$ cat src/rtl/fll_cfg_ctrl.sv
// FLL config-port sequencer: optional boot writes, lock wait with timeout, then round-robin sharing between SoC (0) and debug (1).
// 3 cycles per transaction with a zero-wait FLL; requesters hold req until ack. Lock-loss pulse built only with `FLL_CFG_LOCK_IRQ_EN.
module fll_cfg_ctrl #(
    parameter logic [31:0] BOOT_CFG0    = 32'h0000_0000,
    parameter logic [31:0] BOOT_CFG1    = 32'h0000_0000,
    parameter int unsigned LOCK_TIMEOUT = 1024
) (
    input  logic        clk_i,
    input  logic        rst_ni,
    input  logic        boot_en_i,
    input  logic        req0_i,
    input  logic        wrn0_i,
    input  logic [1:0]  add0_i,
    input  logic [31:0] wdata0_i,
    input  logic        req1_i,
    input  logic        wrn1_i,
    input  logic [1:0]  add1_i,
    input  logic [31:0] wdata1_i,
    output logic        ack0_o,
    output logic [31:0] rdata0_o,
    output logic        ack1_o,
    output logic [31:0] rdata1_o,
    output logic        fll_req_o,
    output logic        fll_wrn_o,
    output logic [1:0]  fll_add_o,
    output logic [31:0] fll_data_o,
    input  logic        fll_ack_i,
    input  logic [31:0] fll_r_data_i,
    input  logic        fll_lock_i,
    output logic        lock_o,
    output logic        boot_done_o,
    output logic        lock_timeout_o,
    output logic        busy_o,
    output logic        lock_lost_o
);

    localparam int unsigned      CNT_W    = (LOCK_TIMEOUT > 2) ? $clog2(LOCK_TIMEOUT) : 1;
    localparam logic [CNT_W-1:0] CNT_LAST = CNT_W'(LOCK_TIMEOUT - 1);

    localparam logic [2:0] ST_START     = 3'd0;
    localparam logic [2:0] ST_BOOT0     = 3'd1;
    localparam logic [2:0] ST_BOOT1     = 3'd2;
    localparam logic [2:0] ST_WAIT_LOCK = 3'd3;
    localparam logic [2:0] ST_IDLE      = 3'd4;
    localparam logic [2:0] ST_XFER      = 3'd5;
    localparam logic [2:0] ST_RESP      = 3'd6;

    logic [2:0]       state_q;
    logic [2:0]       state_nxt;
    logic             req_q;
    logic             wrn_q;
    logic [1:0]       add_q;
    logic [31:0]      data_q;
    logic             gnt_q;
    logic             rr_q;
    logic [CNT_W-1:0] cnt_q;
    logic             done_q;
    logic             tmo_q;
    logic             busy_q;
    logic [31:0]      rdata0_q;
    logic [31:0]      rdata1_q;
    logic             lock_meta;
    logic             lock_q;

    logic ack_seen;
    logic grant_vld;
    logic grant_sel;

    // The FLL ack only counts while our request is actually up.
    assign ack_seen  = req_q & fll_ack_i;
    assign grant_vld = done_q & (req0_i | req1_i);
    assign grant_sel = (req0_i & req1_i) ? rr_q : req1_i;

    always_comb begin
        state_nxt = state_q;
        case (state_q)
            ST_START:     state_nxt = boot_en_i ? ST_BOOT0 : ST_IDLE;
            ST_BOOT0:     if (ack_seen) state_nxt = ST_BOOT1;
            ST_BOOT1:     if (ack_seen) state_nxt = ST_WAIT_LOCK;
            ST_WAIT_LOCK: if (lock_q || cnt_q == CNT_LAST) state_nxt = ST_IDLE;
            ST_IDLE:      if (grant_vld) state_nxt = ST_XFER;
            ST_XFER:      if (ack_seen) state_nxt = ST_RESP;
            ST_RESP:      state_nxt = ST_IDLE;
            default:      state_nxt = ST_IDLE;
        endcase
    end

    always_ff @(posedge clk_i or negedge rst_ni) begin
        if (!rst_ni) begin
            state_q <= ST_START;
            busy_q  <= 1'b0;
        end else begin
            state_q <= state_nxt;
            busy_q  <= (state_nxt != ST_IDLE);
        end
    end

    always_ff @(posedge clk_i or negedge rst_ni) begin
        if (!rst_ni) begin
            lock_meta <= 1'b0;
            lock_q    <= 1'b0;
        end else begin
            lock_meta <= fll_lock_i;
            lock_q    <= lock_meta;
        end
    end

    // BOOT1 is entered with req low, which gives the mandatory gap cycle after BOOT0.
    always_ff @(posedge clk_i or negedge rst_ni) begin
        if (!rst_ni) begin
            req_q  <= 1'b0;
            wrn_q  <= 1'b0;
            add_q  <= 2'd0;
            data_q <= 32'd0;
            gnt_q  <= 1'b0;
            rr_q   <= 1'b0;
        end else if (state_q == ST_START && boot_en_i) begin
            req_q  <= 1'b1;
            wrn_q  <= 1'b0;
            add_q  <= 2'd0;
            data_q <= BOOT_CFG0;
        end else if (state_q == ST_BOOT1 && !req_q) begin
            req_q  <= 1'b1;
            wrn_q  <= 1'b0;
            add_q  <= 2'd1;
            data_q <= BOOT_CFG1;
        end else if (state_q == ST_IDLE && grant_vld) begin
            req_q  <= 1'b1;
            gnt_q  <= grant_sel;
            wrn_q  <= grant_sel ? wrn1_i   : wrn0_i;
            add_q  <= grant_sel ? add1_i   : add0_i;
            data_q <= grant_sel ? wdata1_i : wdata0_i;
            if (req0_i && req1_i) begin
                rr_q <= ~grant_sel;
            end
        end else if (ack_seen) begin
            req_q <= 1'b0;
        end
    end

    always_ff @(posedge clk_i or negedge rst_ni) begin
        if (!rst_ni) begin
            rdata0_q <= 32'd0;
            rdata1_q <= 32'd0;
        end else if (state_q == ST_XFER && ack_seen && wrn_q) begin
            if (gnt_q) begin
                rdata1_q <= fll_r_data_i;
            end else begin
                rdata0_q <= fll_r_data_i;
            end
        end
    end

    // Lock is checked before the timeout so a simultaneous lock never flags a timeout.
    always_ff @(posedge clk_i or negedge rst_ni) begin
        if (!rst_ni) begin
            cnt_q  <= '0;
            done_q <= 1'b0;
            tmo_q  <= 1'b0;
        end else if (state_q == ST_START && !boot_en_i) begin
            done_q <= 1'b1;
        end else if (state_q == ST_WAIT_LOCK) begin
            if (lock_q) begin
                done_q <= 1'b1;
            end else if (cnt_q == CNT_LAST) begin
                done_q <= 1'b1;
                tmo_q  <= 1'b1;
            end else begin
                cnt_q <= cnt_q + CNT_W'(1);
            end
        end
    end

`ifdef FLL_CFG_LOCK_IRQ_EN
    logic lock_d;
    logic lost_q;

    always_ff @(posedge clk_i or negedge rst_ni) begin
        if (!rst_ni) begin
            lock_d <= 1'b0;
            lost_q <= 1'b0;
        end else begin
            lock_d <= lock_q;
            lost_q <= done_q & lock_d & ~lock_q;
        end
    end

    assign lock_lost_o = lost_q;
`else
    assign lock_lost_o = 1'b0;
`endif

    assign ack0_o         = (state_q == ST_RESP) & ~gnt_q;
    assign ack1_o         = (state_q == ST_RESP) &  gnt_q;
    assign rdata0_o       = rdata0_q;
    assign rdata1_o       = rdata1_q;
    assign fll_req_o      = req_q;
    assign fll_wrn_o      = wrn_q;
    assign fll_add_o      = add_q;
    assign fll_data_o     = data_q;
    assign lock_o         = lock_q;
    assign boot_done_o    = done_q;
    assign lock_timeout_o = tmo_q;
    assign busy_o         = busy_q;

endmodule

$ cat config.mk
export PLATFORM = sky130hd
export DESIGN_NAME = fll_cfg_ctrl
export DESIGN_NICKNAME = d
export VERILOG_FILES = /design/src/rtl/fll_cfg_ctrl.sv
export SDC_FILE = /design/constraint.sdc
export NUM_CORES = 1
export LEC_CHECK = 0
export ABC_AREA = 1
export BUFFER_PORTS_ARGS = -buffer_cell sky130_fd_sc_hd__buf_2
export CAP_MARGIN = 5
export CORE_MARGIN = 5
export CORE_UTILIZATION = 35
export CTS_CLUSTER_DIAMETER = 150
export DETAILED_ROUTE_END_ITERATION = 7
export GPL_TIMING_DRIVEN = 0
export HOLD_SLACK_MARGIN = 0.1
export SLEW_MARGIN = 0
export SYNTH_ARGS = -nofsm -noshare
export SYNTH_HDL_FRONTEND = slang
export SYNTH_SLANG_ARGS = --single-unit
$ cat constraint.sdc
create_clock -name clk_i -period 2.09 [get_ports clk_i]
set_input_delay 0.1045 -clock clk_i [delete_from_list [all_inputs] [get_ports clk_i]]
set_output_delay 0.1045 -clock clk_i [all_outputs]
set_load 0.02 [all_outputs]
==> results of run 1 <==
## critical path, delay by kind of cell
| kind | cells | cell delay, ps |
|---|---|---|
| simple gates | 4 | 570 |
| buf+inv | 4 | 1480 |
| compound gates | 1 | 100 |
## worst paths after layout
kind	start	to	slack [ps]
worst max-delay path	req0_i	fll_data_o[11]	130
worst min register to register	lock_meta	lock_o	340
max in group asynchronous	rst_ni	rdata1_o[26]	1110
min in group clk_i	req1_i	fll_data_o[2]	300
worst min-delay path	rst_ni	fll_data_o[25]	250
worst max register to register	state_q[1]	fll_data_o[18]	130
## through the flow
step | total power (uW) | cells
after CTS | 11200 | 1126
after detailed placement | 8260 | 989
after floorplan | 6610 | 586
after global routing | 11800 | 1126
final | 11100 | 1126
after global placement | 8190 | 988
## what timing repair did
action	CTS	global route
hold buffers	108	0
gates resized for setup	0	7
setup endpoints to repair	0	12
buffers inserted	0	0
endpoints found under the hold margin	158	0
## power by group
part           internal, uW  total, uW  leakage (uW)  switching (uW)
Sequential             3310       3820       0.00152             518
Clock                  1630       2600      0.000256             975
Combinational          1760       4660       0.00265            2900
## layer usage
| metal | global-route usage | routed length, microns | vias to the layer above |
|---|---|---|---|
| li1 | - | - | 2566 |
| met1 | 0.216 | 6770 | 2447 |
| met2 | 0.322 | 8450 | 131 |
| met3 | 0.0420 | 591 | 41 |
| met4 | 0.0857 | 605 | 0 |
| met5 | 0 | 0 | - |
## cell type report
class,instances,share of cell area
sequential,120,0.361
timing repair buffer,323,0.263
multi-input combinational,384,0.231
clock buffer,19,0.0532
buffer,27,0.0287
tap,188,0.0283
inverter,55,0.0248
clock inverter,10,0.00992
## state kept, by name (all words and copies together), names as in the netlist, 2 cells and up
signal,flops
cnt_q,10
rdata0_o,32
state_q,3
fll_data_o,32
rdata1_o,32
fll_add_o,2
## cell usage in the layout, fill, tap and decap left out, types with 3 or more instances in the layout
cell	instances
nand3_1	12
clkinvlp_4	3
buf_4	5
dfrtp_1	119
o21ai_1	49
clkinv_2	6
nand4_1	3
o21ai_0	7
nor2_1	12
buf_2	213
dlygate4sd3_1	108
o211ai_1	32
xor2_1	3
inv_1	52
nand2_1	202
clkbuf_16	17
or2_2	32
inv_2	3
buf_6	16
clkbuf_1	5
o21ai_2	17
## cell families after synthesis
kind of cell	share of synthesized area
AOI/OAI and AO/OA	0.128
xor gates and xnor gates	0.00653
adders and majority gates	0.00233
buffers and inverters	0.0821
DFF	0.560
other	0.000699
and+or+nand+nor	0.221
==> summary.md, run 1 <==
| Metric | Value |
|---|---|
| Status | finished clean |
| Final TNS setup | 0 ps |
| Multi-input combinational cell area | 1920 sq um |
| Dominant cell type by area after synthesis | dfrtp_1 |
| Startpoint Class | input pin |
| Post-Synthesis Cells | about 590 |
| Vias | 5185 |
| DIE AREA | roughly 18000 sq um |
| Clk root buf | clkbuf_16 |
| Seq cells post-synth | 120 |
| Synth top cells by count | nand2_1, dfrtp_1, inv_1 |
| Largest net degree at the start of global routing | 66 |
| CTS sink count | 120 |
| GPL Wtd Cong | approximately 0.8 |
| Count leader, synth | nand2_1 |
| Sequential cell area fraction in the yosys report | 0.560 |
| Global-route usage over all layers | 0.185 |
| WL final | around 16 mm |
| Global-route wire length before repair | 26.4 mm |
| Cell variety after synth | 28 |
| # diodes | 0 |
| Pleak | approximately 0.0044 uW |
| Final Cycle Share | 0.938 |
| Skew final | 8.63 ps |
| Power per standard cell area | 1330 nW/um^2 |
| Slew headroom | 0.625 |
| Max-Cap Viols | 0 |
| Htree depth | 4 |
| HP Class | input pin to asynchronous set/reset pin |
| WS Path Type | input pin to register |
| Syn_area_per_cell | around 9.2 sq um |
| Initial antenna violation count | 0 |
| Peak VDD IR | 0.611 mV |
| Worst Path Required | ~2400 ps |
| Critical path fanouts, max | 10 |
| Yosys warning count | 0 |
| Setup ws final | 130 ps |
| FP Rows | 45 |
| Synth Net Count | roughly 700 |
| I/O Pins | around 220 |
| Register area | between 3000 and 4000 sq um |
| Mapped Area | between 5000 and 6000 sq um |
| Dpl hpwl | 11.1 mm |
| Element type at the critical path end | register |
| Crit-path cells | dlygate4sd3_1 > buf_2 > nand2_1 > nand2_2 > clkbuf_1 > or2_2 > o211ai_1 > dlygate4sd3_1 > nand2_1 |
| CTS tree | done |
| Die height | roughly 130 microns |
| Post-synth top area share | 0.560 |
| CP max stage cell | dlygate4sd3_1 |
| Max Slew Vio Count | 0 |
| Main flop type after synthesis | dfrtp_1 |
| Number of buffers created by CTS | 17 |
| Worst slew pin tran | approximately 560 ps |
| Syn-to-layout area delta | 55.1% |
| Worst-skew pair later-pin latency | about 400 ps |
| Clock-pin slew on the worst setup and hold paths | 50 ps |
| Final core occ | 0.549 |
| RSZ-0062 raised after global routing | no |
| Max clock buf depth | 2 |
| Area contributors post-synth | dfrtp_1, nand2_1, o21ai_1 |
| Vias in the first global route | 5354 |
| Crit path DAT | roughly 2300 ps |
| Drt via density | roughly 4.6 |
| Hold slack | approximately 250 ps |
| CP peak stage delay | 580 ps |
| Iteration-0 DRC Markers | 192 |
| Async S/R FF share, synth | 1.00 |
| # fillers | 1384 |
| R2R depth | 8 |
| Achievable frequency | between 500 and 600 MHz |
| Starting Density | 0.354 |
| Worst slack at placement | between 300 and 400 ps |
| Tmin final | 1960 ps |
| Layout cells sized above 1 | 0.350 |
| DR WL/cell | between 10 and 15 microns |
| Endpoints failing setup | 0 |
| DRC | 0 |
| Port bufs | around 210 |
| First-pass DRT Iterations | 4 |
| Layout Nets | about 1000 |
| Congestion Overflow GR | 0 |
| ANT nets after route | 0 |
| Core Area | between 15000 and 20000 sq um |
| Number of flops mapped to enable cells by yosys | 0 |
| Post-route cell area | between 8000 and 9000 sq um |
| Die width | ~130 microns |
| Final Hold Fails | 0 |
| Placed inst area | approximately 6700 sq um |
Note: power is estimated with default switching activity, not from simulation.
==> run 2: changes to the inputs <==
--- a/config.mk
+++ b/config.mk
@@ -14,6 +14,7 @@
 export DETAILED_ROUTE_END_ITERATION = 7
 export GPL_TIMING_DRIVEN = 0
 export HOLD_SLACK_MARGIN = 0.1
+export PLACE_DENSITY = 0.59
 export SLEW_MARGIN = 0
 export SYNTH_ARGS = -nofsm -noshare
 export SYNTH_HDL_FRONTEND = slang
==> summary.md, run 2 (synthesis results as in run 1) <==
| Metric | Value |
|---|---|
| Status | finished clean |
| Endpoints failing setup | 0 (unchanged) |
| Initial antenna violation count | 0 (unchanged) |
| Worst-skew pair later-pin latency | 410 ps (about the same) |
| Die height | 134 microns (unchanged) |
| Clock-pin slew on the worst setup and hold paths | 60 ps (about the same) |
| ANT nets after route | 0 (unchanged) |
| Crit path DAT | 2300 ps (+50 ps) |
| Tmin final | 1960 ps (-2.02 ps) |
| DR WL/cell | 14.3 microns (-1.8%) |
| Global-route wire length before repair | 26.0 mm (-1.5%) |
| Max clock buf depth | 2 (unchanged) |
| Worst reg2reg setup slack | 130 ps (about the same) |
| Worst slew pin tran | 521 ps (-41.8 ps) |
| Syn-to-layout area delta | 57.6% |
| CTS sink count | 120 (unchanged) |
| CTS tree | done |
| Peak VDD IR | 0.556 mV (-9.0%) |
| Skew final | 8.29 ps (-0.344 ps) |
| DIE AREA | 17900 sq um (unchanged) |
| Critical path fanouts, max | 10 (unchanged) |
| DRC | 0 (unchanged) |
| Sequential Power Share | 0.327 (-0.018) |
| Congestion Overflow GR | 0 (unchanged) |
| Most common cell after layout, fill and taps aside | buf_2 |
| Final Hold Fails | 0 (unchanged) |
| Internal power | 7240 uW (+8.3%) |
| First-pass DRT Iterations | 4 (unchanged) |
| Port bufs | 214 (unchanged) |
| Clk root buf | clkbuf_16 |
| Largest net degree at the start of global routing | 69 (+4.5%) |
| WS Path Type | register to register |
| Crit path buffers/inverters | 3 (-1) |
| I/O Pins | 216 (unchanged) |
| Worst Path Required | 2440 ps (+60 ps) |
| Iteration-0 DRC Markers | 228 (+19%) |
| CP Capture Point | fll_data_o[16] |
| Switch Pwr | 4430 uW (+0.71%) |
| Vias | 5097 (-1.7%) |
| Htree depth | 4 (unchanged) |
| Kind of cell adding the most delay to the critical path | buffers and inverters |
| Pleak | 0.00449 uW (+1.5%) |
| Starting Density | 0.354 (unchanged) |
| Sw frac | 0.379 (-0.0172) |
| Critical Path Stages | 8 (-1) |
| Drt via density | 4.51 (-2.0%) |
| Multi-input combinational cell area | 1920 sq um (unchanged) |
| FP Rows | 45 (unchanged) |
| # diodes | 0 (unchanged) |
| Vias in the first global route | 5172 (-3.4%) |
| Pwr Total | 11700 uW (+5.3%) |
| Clk network pwr share | 0.278 (+0.043) |
| Number of buffers created by CTS | 17 (unchanged) |
| HP Class | input pin to asynchronous set/reset pin |
| Startpoint Class | register |
| Worst r2r dst | fll_data_o[16] |
| Comb pwr share | 0.396 (-0.024) |
| Commonest non-fill, non-tap cells in the layout | buf_2, nand2_1, dfrtp_1 |
| Element type at the critical path end | register |
| Global-route usage over all layers | 0.183 (-0.00204) |
| Slew headroom | 0.653 (+0.0278) |
| Final Cycle Share | 0.937 (-0.000968) |
| RSZ-0062 raised after global routing | no |
| Post-route cell area | 8460 sq um (+1.6%) |
| Max-Cap Viols | 0 (unchanged) |
| R2R depth | 8 (unchanged) |
| Final TNS setup | 0 ps (unchanged) |
| Core Area | 15100 sq um (unchanged) |
| FF-to-FF Start | state_q[1] |
| CP peak stage delay | 560 ps (-20 ps) |
| Placed inst area | 6710 sq um (unchanged) |
| Power per standard cell area | 1380 nW/um^2 (+3.6%) |
| Layout cells sized above 1 | 0.352 (+0.00207) |
| # fillers | 1380 (-0.29%) |
| Setup crit start | state_q[1] |
| Achievable frequency | 511 MHz (+0.10%) |
| Layout Nets | 1038 (unchanged) |
| Max Slew Vio Count | 0 (unchanged) |
| Die width | 134 microns (unchanged) |
| GPL Wtd Cong | 0.797 (-1.8%) |
| Register area | 3000 sq um (about the same) |
| Dpl hpwl | 11.0 mm (-1.6%) |
| Crit-path cells | nor2_2 > nand2_1 > nor2_4 > buf_6 > buf_6 > o211ai_1 > dlygate4sd3_1 > nand2_1 |
| WL final | 16.2 mm (-1.5%) |
| CP max stage cell | dlygate4sd3_1 |
==> run 2: routing by layer <==
metal,GRT usage,vias to the layer above,wire length [microns]
met1,0.222,2357,6640
met3,0.0383,49,641
met5,0,-,0
met4,0.0943,0,679
met2,0.307,132,8200
li1,-,2559,-
==> run 2: worst reg2reg max path, cell delays in order, from the launching register on <==
cell,delay (ps)
dfrtp_1,450
nor2_2,150
nand2_1,100
nor2_4,160
buf_6,160
buf_6,150
o211ai_1,90
dlygate4sd3_1,560
nand2_1,70
==> run 2: per-stage QoR <==
step | std cells | hold WS, ps | worst slack (ps) | util
final | 1129 | 211 | 132 | 0.558
after global routing | 1129 | 254 | 1.83 | 0.558
after CTS | 1129 | 227 | 30.5 | 0.558
after detailed placement | 989 | 106 | 359 | 0.443
after global placement | 988 | 213 | -687 | 0.440
after floorplan | 586 | -191 | 611 | -
==> run 2: power groups by stage <==
stage                     Sequential [uW]  Clock, uW  Combinational (uW)
after floorplan                      5000          0                1610
after global placement               3820          0                4370
after detailed placement             3840          0                4420
after CTS                            3820       3310                4650
after global routing                 3950       3440                5020
final                                3810       3240                4620
==> run 2: worst min path at each step <==
| stage | start | cells past startpoint | endpoint | slack, ps |
|---|---|---|---|---|
| after global placement | fll_lock_i | 1 | lock_meta | 210 |
| after CTS | rst_ni | 2 | fll_data_o[18] | 230 |
| after global routing | rst_ni | 2 | fll_data_o[18] | 250 |
| after floorplan | rst_ni | 0 | boot_done_o | -190 |
| final | rst_ni | 2 | fll_data_o[18] | 210 |
| after detailed placement | rst_ni | 1 | fll_data_o[18] | 110 |
==> run 2: final cells by class <==
| class | count | area share |
|---|---|---|
| Clock buffer | 21 | 0.0556 |
| Multi-Input combinational cell | 384 | 0.228 |
| Timing Repair Buffer | 323 | 0.258 |
| Buffer | 27 | 0.0281 |
| Sequential cell | 120 | 0.355 |
| Inverter | 55 | 0.0244 |
| Clock inverter | 11 | 0.0229 |
| Tap cell | 188 | 0.0278 |
==> run 2: repair_timing <==
item / CTS / global route
hold endpoints to repair: 156 / 0
hold buffers: 108 / 0
gates resized for setup: 0 / 7
setup endpoints to repair: 0 / 9
buffers inserted: 0 / 0
